### src/rtl/serial_data_sender_pkg.sv
// Shared definitions for the serial link: preamble, default sizing and the sender state set.
package NetworkPkg;

    localparam logic [7:0] PREAMBLE        = 8'hA5;
    localparam int         PREAMBLE_W      = 8;
    localparam int         DEFAULT_DATA_W  = 32;
    localparam int         DEFAULT_CLK_DIV = 4;

    typedef enum logic [1:0] {
        ST_IDLE,
        ST_PRE,
        ST_DATA,
        ST_PAR
    } sender_state_e;

    function automatic int max_int(input int a, input int b);
        return (a > b) ? a : b;
    endfunction

endpackage

### src/rtl/serial_data_sender_bit_period_counter.sv
// Divides clk into bit periods of CLK_DIV cycles; flags the last cycle of each period
// and, one cycle earlier, the cycle before it so callers can register lookahead outputs.
module bit_period_counter #(
    parameter int CLK_DIV = 4
) (
    input  logic clk,
    input  logic rst,
    input  logic enable_i,
    input  logic clear_i,
    output logic period_end_o,
    output logic period_near_end_o
);

    localparam int CNT_W = (CLK_DIV > 1) ? $clog2(CLK_DIV) : 1;
    localparam logic [CNT_W-1:0] LAST_CNT = CNT_W'(CLK_DIV - 1);
    localparam logic [CNT_W-1:0] NEAR_CNT = CNT_W'(CLK_DIV - 2);

    logic [CNT_W-1:0] cnt_q;
    logic [CNT_W-1:0] cnt_d;

    always_ff @(posedge clk or posedge rst) begin
        if (rst) begin
            cnt_q <= '0;
        end else begin
            cnt_q <= cnt_d;
        end
    end

    always_comb begin
        cnt_d = cnt_q;
        if (clear_i) begin
            cnt_d = '0;
        end else if (enable_i) begin
            cnt_d = (cnt_q == LAST_CNT) ? '0 : cnt_q + CNT_W'(1);
        end
    end

    assign period_end_o      = enable_i && !clear_i && (cnt_q == LAST_CNT);
    assign period_near_end_o = enable_i && !clear_i && (cnt_q == NEAR_CNT);

endmodule

### src/rtl/serial_data_sender.sv
// Frames a payload as preamble + data + even parity and shifts it out MSB first,
// one bit every CLK_DIV cycles, with every output driven from a register.
module serial_data_sender
    import NetworkPkg::*;
#(
    parameter int DATA_W  = DEFAULT_DATA_W,
    parameter int CLK_DIV = DEFAULT_CLK_DIV
) (
    input  logic              clk,
    input  logic              rst,
    input  logic              send_start,
    input  logic [DATA_W-1:0] pkt_data,
    input  logic              game_active,
    output logic              serial_out,
    output logic              serial_valid,
    output logic              send_done,
    output logic              busy
);

    localparam int BIT_CNT_W = $clog2(max_int(PREAMBLE_W, DATA_W));
    localparam logic [BIT_CNT_W-1:0] PRE_LAST  = BIT_CNT_W'(PREAMBLE_W - 1);
    localparam logic [BIT_CNT_W-1:0] DATA_LAST = BIT_CNT_W'(DATA_W - 1);

    sender_state_e         state_q, state_d;
    logic [BIT_CNT_W-1:0]  bit_cnt_q, bit_cnt_d;
    logic [DATA_W-1:0]     shift_q, shift_d;
    logic                  parity_q, parity_d;
    logic                  serial_out_q, serial_out_d;
    logic                  serial_valid_q, serial_valid_d;
    logic                  send_done_q, send_done_d;
    logic                  busy_q, busy_d;

    logic                  period_end;
    logic                  period_near_end;
    logic                  period_clear;
    logic [7:0]            preamble_bits;
    logic [2:0]            pre_idx;

    bit_period_counter #(
        .CLK_DIV (CLK_DIV)
    ) u_period (
        .clk               (clk),
        .rst               (rst),
        .enable_i          (state_q != ST_IDLE),
        .clear_i           (period_clear),
        .period_end_o      (period_end),
        .period_near_end_o (period_near_end)
    );

    always_ff @(posedge clk or posedge rst) begin
        if (rst) begin
            state_q        <= ST_IDLE;
            bit_cnt_q      <= '0;
            shift_q        <= '0;
            parity_q       <= 1'b0;
            serial_out_q   <= 1'b0;
            serial_valid_q <= 1'b0;
            send_done_q    <= 1'b0;
            busy_q         <= 1'b0;
        end else begin
            state_q        <= state_d;
            bit_cnt_q      <= bit_cnt_d;
            shift_q        <= shift_d;
            parity_q       <= parity_d;
            serial_out_q   <= serial_out_d;
            serial_valid_q <= serial_valid_d;
            send_done_q    <= send_done_d;
            busy_q         <= busy_d;
        end
    end

    // Outputs are computed for the next cycle: each branch sets what the line shows after this edge.
    always_comb begin
        state_d        = state_q;
        bit_cnt_d      = bit_cnt_q;
        shift_d        = shift_q;
        parity_d       = parity_q;
        serial_out_d   = serial_out_q;
        serial_valid_d = serial_valid_q;
        send_done_d    = 1'b0;
        busy_d         = busy_q;
        period_clear   = 1'b0;
        preamble_bits  = PREAMBLE;
        pre_idx        = 3'd6 - bit_cnt_q[2:0];

        if (state_q == ST_IDLE) begin
            serial_out_d   = 1'b0;
            serial_valid_d = 1'b0;
            busy_d         = 1'b0;
            if (send_start && game_active) begin
                state_d        = ST_PRE;
                bit_cnt_d      = '0;
                shift_d        = pkt_data;
                parity_d       = ^pkt_data;
                serial_out_d   = preamble_bits[7];
                serial_valid_d = 1'b1;
                busy_d         = 1'b1;
                period_clear   = 1'b1;
            end
        end else if (!game_active) begin
            state_d        = ST_IDLE;
            bit_cnt_d      = '0;
            serial_out_d   = 1'b0;
            serial_valid_d = 1'b0;
            busy_d         = 1'b0;
            period_clear   = 1'b1;
        end else begin
            case (state_q)
                ST_PRE: begin
                    if (period_end) begin
                        if (bit_cnt_q == PRE_LAST) begin
                            state_d      = ST_DATA;
                            bit_cnt_d    = '0;
                            serial_out_d = shift_q[DATA_W-1];
                        end else begin
                            bit_cnt_d    = bit_cnt_q + BIT_CNT_W'(1);
                            serial_out_d = preamble_bits[pre_idx];
                        end
                    end
                end
                ST_DATA: begin
                    if (period_end) begin
                        if (bit_cnt_q == DATA_LAST) begin
                            state_d      = ST_PAR;
                            bit_cnt_d    = '0;
                            serial_out_d = parity_q;
                        end else begin
                            bit_cnt_d    = bit_cnt_q + BIT_CNT_W'(1);
                            shift_d      = shift_q << 1;
                            serial_out_d = shift_d[DATA_W-1];
                        end
                    end
                end
                ST_PAR: begin
                    send_done_d = period_near_end;
                    if (period_end) begin
                        state_d        = ST_IDLE;
                        serial_out_d   = 1'b0;
                        serial_valid_d = 1'b0;
                        busy_d         = 1'b0;
                    end
                end
                default: begin
                    state_d = ST_IDLE;
                end
            endcase
        end
    end

    assign serial_out   = serial_out_q;
    assign serial_valid = serial_valid_q;
    assign send_done    = send_done_q;
    assign busy         = busy_q;

endmodule

### config.mk
export PLATFORM = sky130hd
export DESIGN_NAME = serial_data_sender
export DESIGN_NICKNAME = d
export VERILOG_FILES = /design/src/rtl/serial_data_sender_pkg.sv /design/src/rtl/serial_data_sender_bit_period_counter.sv /design/src/rtl/serial_data_sender.sv
export SDC_FILE = /design/constraint.sdc
export NUM_CORES = 1
export LEC_CHECK = 0
export ABC_AREA = 1
export CAP_MARGIN = 20
export CORE_UTILIZATION = 55
export DETAILED_ROUTE_END_ITERATION = 8
export HOLD_SLACK_MARGIN = 0.06
export PLACE_DENSITY = 0.77
export SYNTH_ARGS = -nofsm -noshare
export SYNTH_HDL_FRONTEND = slang
export SYNTH_SLANG_ARGS = --single-unit
### constraint.sdc
create_clock -name clk -period 2.6 [get_ports clk]
set_clock_uncertainty 0.15 [all_clocks]
set_input_delay 0.52 -clock clk [delete_from_list [all_inputs] [get_ports clk]]
set_output_delay 0.52 -clock clk [all_outputs]
set_load 0.03 [all_outputs]
Yosys cells after proc, flatten, opt, wreduce, memory -nomap -nowiden
Memories as Yosys holds them, arrays and structs flattened.
Index checks and enable logic that the tools add are counted.
{"block": "totals", "register_bits": 45, "latchBits": 0, "ram_bits": 0, "rom_bits": 8, "inputBits": 36, "out_inout_bits": 4, "word_cells": 93, "mem_count": 1}
{"block": "op_classes", "addsub": 3, "multipliers": 0, "div": 0, "order_cmp": 1, "n_eq_ne": 18, "n_shift": 0, "muxes": 44, "n_bitwise": 0, "n_reduce_logical": 18}
{"name": "(name not given)", "depth": 8, "width": 1, "read_ports": 1, "rd_clocked_by_memory_dff": 0, "wr": 0, "line": "serial_data_sender.sv:117", "rtl": "serial_out_d = preamble_bits[pre_idx];"}
{"cell": "two-way mux 32 bit", "count": 6}
{"cell": "two-way mux 5 bit", "count": 7}
{"cell": "XOR reduction 32 bit", "count": 1}
{"cell": "two-way mux 2 bit", "count": 11}
{"cell": "inequality test 4 bit (second input constant)", "count": 5}
{"cell": "two-way mux 1 bit", "count": 17}
{"cell": "one-hot mux 5 bit (2 select lines)", "count": 1}
{"cell": "nonzero test 2 bit", "count": 5}
{"cell": "== test 2 bit (second input constant)", "count": 4}
{"cell": "AND reduction 4 bit", "count": 2}
{"cell": "inequality test 3 x 1 -> 1 bit (second input constant)", "count": 2}
{"cell": "one-hot mux 2 bit (3 select lines)", "count": 1}
{"cell": "AND reduction 6 bit", "count": 1}
{"cell": "adder 5 x 1 -> 5 bit (second input constant)", "count": 1}
{"cell": "== test 5 x 3 -> 1 bit (second input constant)", "count": 1}
{"cell": "== test 5 bit (second input constant)", "count": 1}
{"cell": "inequality test 5 x 1 -> 1 bit (second input constant)", "count": 1}
{"cell": "AND reduction 5 bit", "count": 1}
{"cell": "logical AND 1 bit", "count": 4}
{"cell": "less-than comparator 3 x 4 -> 1 bit (second input constant)", "count": 1}
{"cell": "inequality test 4 x 1 -> 1 bit (second input constant)", "count": 1}
{"cell": "AND reduction 2 bit", "count": 2}
{"cell": "one-hot mux 1 bit (3 select lines)", "count": 1}
{"cell": "subtractor 3 bit (first input constant)", "count": 1}
{"cell": "6 further kinds", "count": 6}

Longest topological paths before layout
{"block": "logic_depth", "depth_word": 10, "depth_mapped": 15, "depth_no_buf": 15}

Cells and area by module
Synthesis repeated with hierarchy kept, for this count alone.
{"block": "hier_totals", "cells_unflattened": 521, "area_unflattened_um2": 3280.6}
{"mod": "serial_data_sender", "instances": 1, "cells_per_inst": 499, "area_per_inst_um2": 3135.5, "seq_area_each_um2": 1076.0}
{"mod": "bit_period_counter", "instances": 1, "cells_per_inst": 22, "area_per_inst_um2": 145.1, "seq_area_each_um2": 50.0}

Least setup slack after synthesis
No wires, ideal clock.
{"block": "synth_timing", "path_type": "register to register", "start": "register bit_cnt_q[0]", "end": "register shift_q[13]", "setup_ns": 0.130, "arrival_ns": 1.784, "required_time_ns": 2.320, "slack_ns": 0.535, "stages_incl_launch_ff": 10, "n_path_buf": 1, "period_less_slack_ns": 2.065, "path_cell_list": "dfrtp_1 ha_1 nand2_1 nor2_1 ha_1 nor2_1 inv_1 o31ai_4 buf_4 o21ai_0"}
{"block": "synth_between", "elab_chain_cells": 3}
{"item": "start, declared", "line": "serial_data_sender.sv:25", "rtl": "logic [BIT_CNT_W-1:0] bit_cnt_q, bit_cnt_d;"}
{"item": "start signal, assigned", "line": "serial_data_sender.sv:62", "rtl": "bit_cnt_q <= bit_cnt_d;"}
{"item": "== test 5 bit", "line": "serial_data_sender.sv:123", "rtl": "if (bit_cnt_q == DATA_LAST) begin"}
{"item": "inequality test 2 bit (no source line)"}
{"item": "AND reduction 5 bit (no source line)"}
{"item": "end signal, assigned", "line": "serial_data_sender.sv:63", "rtl": "shift_q <= shift_d;"}
{"item": "end, declared", "line": "serial_data_sender.sv:26", "rtl": "logic [DATA_W-1:0] shift_q, shift_d;"}
No other way between the ends.
A chain may end at the register's enable or synchronous reset.

Worst setup path after layout
{"block": "layout_timing", "start": "register state_q[0]", "end": "register bit_cnt_q[2]"}
{"block": "layout_between", "elab_chain_cells": 7, "word_cells_on_any_way": 16, "cone_classes": "eq/ne (6); mux (4); reduce/logical (6)"}
{"item": "start, declared", "line": "serial_data_sender.sv:24", "rtl": "sender_state_e state_q, state_d;"}
{"item": "start signal, assigned", "line": "serial_data_sender.sv:61", "rtl": "state_q <= state_d;"}
{"item": "logical NOT 2 bit", "line": "serial_data_sender.sv:86", "rtl": "if (state_q == ST_IDLE) begin"}
{"item": "two-way mux 1 bit", "line": "serial_data_sender.sv:86"}
{"item": "logical NOT 1 bit", "line": "serial_data_sender_bit_period_counter.sv:38", "rtl": "assign period_end_o = enable_i && !clear_i && (cnt_q == LAST_CNT);"}
{"item": "logical AND 1 bit (2 in a row)", "line": "serial_data_sender_bit_period_counter.sv:38"}
{"item": "inequality test 4 bit (no source line)"}
{"item": "AND reduction 4 bit (no source line)"}
Several ways; a longest one is shown, not always the timed one.

==> impl_summary.md <==
Status
The run finished with clean final reports.

Floorplanning
The count of pins on the block boundary is 40. The y dimension of the die is 78.9 µm. The cell row count is 27. The floorplan step defined a die boundary enclosing 6230 µm². The floorplan step set the die width to 78.9 µm. Once the floorplan was initialized, standard cells occupied 58.1% of the core. The core area is 5610 µm².

Timing
The portion of the clock cycle consumed by the worst path in the final layout is 84.8%. The final hold violation count came to 0. For this run, the top clock speed supported by timing is 454 MHz. The final setup violation count is 0. For the pin with the worst max-slew slack, the measured transition is 724 ps. The final-layout worst hold slack is 348 ps. Setup repair after global routing left no endpoint under its margin.

In the final timing run, aggregate negative setup slack is 0 ps. The max-slew violation total from the final report is 0. The setup slack after layout is 396 ps. The worst-case headroom to the max-slew limit is 51.4%. The worst path needs 2200 ps of the cycle, external delays included.

Worst setup path
The cell that appears most often on the critical path is sky130_fd_sc_hd__inv_1. In this run the worst path has a maximum fanout of 5. The worst setup path is captured at a flop.

On the critical path the largest part of the delay comes from buffers and inverters. In this design, the stage delay of the slowest critical-path cell is 430 ps. The number of buffer and inverter stages on the critical path is 4.

The startpoint type of the worst setup path is a flop. The cell with the biggest individual delay on the critical path is sky130_fd_sc_hd__dfrtp_1. The arrival time at the worst endpoint is 2230 ps. The critical path start-end classification is reg2reg. The critical path goes through inv_1 -> ha_1 -> inv_2 -> a21oi_1 -> inv_1 -> o21ai_0 -> nor2_1 -> inv_1 -> a31oi_1 -> a21oi_1. The required time of the worst setup path is 2630 ps.

CTS
TritonCTS built the clock tree. The buffer type at the clock tree root is sky130_fd_sc_hd__clkbuf_8. Post-CTS timing repair inserted 0 buffers for setup. The clock latency on the worst-skew pair is 290 ps.

The total clock sinks is 45. In this run the deepest clock path goes through 2 buffers. The clock transition time at the flip-flop clock pins of the worst setup and hold paths is 80 ps.

The count of cells resized by post-cts repair is 0. CTS built an H-tree with a depth of 2. The number of buffers inserted during clock tree synthesis is 5.

The hold buffer count at cts is 0.

Global routing
The number of global-route vias before repair is 2697. The largest net degree at the start of global routing is 38. The wire length of the first global-routing pass is 11200 µm. Global routing used 22.8% of the available tracks across all layers. The aggregate global routing overflow is 0. The number of antenna violations at the first check in global routing is 0.

Placed design
At the end of routability-driven placement, the weighted congestion stood at 0.954. Timing analysis after detailed placement gives a worst setup slack of 282 ps. Summing all placed instances gives a cell area of 3690 µm².

The number of buffers added on ports is 39. The post-DP HPWL is 5010 µm.

Yosys
The top cell type by total area after synthesis is sky130_fd_sc_hd__dfrtp_1. By area the synthesized netlist is led by sky130_fd_sc_hd__dfrtp_1 35%, sky130_fd_sc_hd__nand2_1 21%, sky130_fd_sc_hd__inv_1 6.7%. During synthesis, Yosys emitted a total of 0 warnings. After synthesis, the largest family of logic cells by area is simple AND/OR/NAND/NOR gates. After synthesis, flip-flops and latches occupy 34.6% of the total area.

A synthesized cell averages 6.80 µm². Summing the areas of all fa, ha and maj instances in the mapped netlist gives 4.61% of the synthesized area. The number of nets in the synthesized netlist is 527. After Yosys synthesis, XOR and XNOR cells account for 7.26% of the synthesized area. The fraction of the mapped netlist area in simple logic gates is 28.1%. The area of the mapped netlist is 3260 µm². The share of the synthesized area in the top cell type is 34.6%.

The register bit count reported by yosys is 45. The mux contribution to synthesized area is 0%. Summing the areas of all compound-gate instances in the mapped netlist gives 14.3% of the synthesized area. The synthesized netlist cell count is 479. After synthesis, the netlist uses 24 different library cells.

Detailed routing
For this run, design rule violations remaining after detail routing come to 0. The mean routed wirelength per cell is 11.0 µm. The post-detailed-routing wire length is 6430 µm. The first routing iteration left 120 violations.

In the routed layout, each cell is associated on average with a via count of 5.02. The count of TritonRoute iterations in the first routing pass is 4. The count of antenna-violating nets left after detailed routing is 0. For this block, the via count after detailed routing is 2931.

Cells and area
Of the cells placed in the final design, the portion with a size suffix greater than 1 is 3.91%. The area growth from synthesis to layout is 15.9%. Measured on the finished design, the core utilization comes to 67.3%.

The post-layout instance area is 3770 µm². The post-layout net count is 560. The library cells used most frequently in the layout, excluding fill and tap cells, are 178 x sky130_fd_sc_hd__nand2_1, 57 x sky130_fd_sc_hd__inv_1, 45 x sky130_fd_sc_hd__dfrtp_1. The number of antenna diodes in the final layout is 0. Leaving out fill and tap cells, the most frequent cell in the layout is sky130_fd_sc_hd__nand2_1.

Worst hold path
The class of the most critical hold timing path is reg2reg.

Power and ir drop
Internal power comes to 0.00178 W. The worst-case IR drop observed on VDD is 0.618 mV. The logic gate share of total power is 49.1%. The cell leakage power is 1.93 nW. Net switching is 42.6% of the power. The switching power total is 0.00132 W. The clock network burns 13.9% of the power.

The power per unit of standard cell area is 822 nW/µm². Per report_power, the sequential group accounts for 37.1% of the total.

Job
The number of violations of the max-capacitance limit is 0.
[cells in the mapped netlist, drive strengths merged]
master	n
xor2	12
o31ai	1
a21oi	22
nor2	38
buf	11
dfrtp	45
nor3	2
nand3	11
inv	62
clkbuf	9
a31oi	3
xnor2	15
nand2	178
o211ai	14
o21ai	41
nand4	2
ha	12
o22ai	1
[state kept, by name (all words and copies together), names as in the netlist]
name / count
serial_out: 1
state_q: 2
send_done: 1
busy: 1
u_period.cnt_q: 2
shift_q: 32
parity_q: 1
bit_cnt_q: 5
[metal layers]
layer  up-vias  wire length (µm)  GRT usage (%)
met5         -                 0              0
met4         0                99           6.36
met3        13               175           4.37
met2        36              3100           40.3
met1      1325              3060           28.3
li1       1557                 -              -
[logic make-up after synthesis]
| logic type | Yosys count |
|---|---|
| AO/OA/AOI/OAI | 82 |
| XOR/XNOR | 27 |
| adder cells (fa/ha/maj) | 12 |
| buffers and inverters | 82 |
| flip-flops | 45 |
| AND/OR/NAND/NOR | 231 |
[area by class of cell]
class	count	area, µm²
Clock buffer	7	86.3
Fill cell	506	1840
Inverter	62	233
Multi-Input combinational cell	352	1770
Sequential cell	45	1130
Tap cell	72	90.1
Timing Repair Buffer	46	468
[worst paths after layout]
path                                   startpoint                  endpoint  slack [ps]  cells after the start
max                        state_q[0]$_DFFE_PP0P_  bit_cnt_q[2]$_DFFE_PP0P_         400                     10
min                          parity_q$_DFFE_PP0P_      parity_q$_DFFE_PP0P_         350                      2
max reg2reg                state_q[0]$_DFFE_PP0P_  bit_cnt_q[2]$_DFFE_PP0P_         400                     10
min reg2reg                  parity_q$_DFFE_PP0P_      parity_q$_DFFE_PP0P_         350                      2
max in group asynchronous                     rst  bit_cnt_q[2]$_DFFE_PP0P_        1250                      3
min in group asynchronous                     rst    shift_q[2]$_DFFE_PP0P_         410                      2
[stage by stage]
step                total power [W]  cells
finish                      0.00310    584
CTS                         0.00313    584
global placement            0.00263    577
global route                0.00342    584
detailed placement          0.00268    577
floorplan                   0.00232    479
[power groups by stage]
stage	logic, W	registers (W)	clock network, W
finish	0.00152	0.00115	0.000430
CTS	0.00153	0.00115	0.000442
global route	0.00175	0.00119	0.000476
detailed placement	0.00152	0.00116	0
global placement	0.00148	0.00116	0
floorplan	0.00118	0.00115	0
[worst min-delay path: stages (launching register included)]
cell and delay [ps]:
sky130_fd_sc_hd__dfrtp_1 360, sky130_fd_sc_hd__nand2_1 60, sky130_fd_sc_hd__nand2_1 50
No activity file was read; power rests on OpenSTA's default activity.
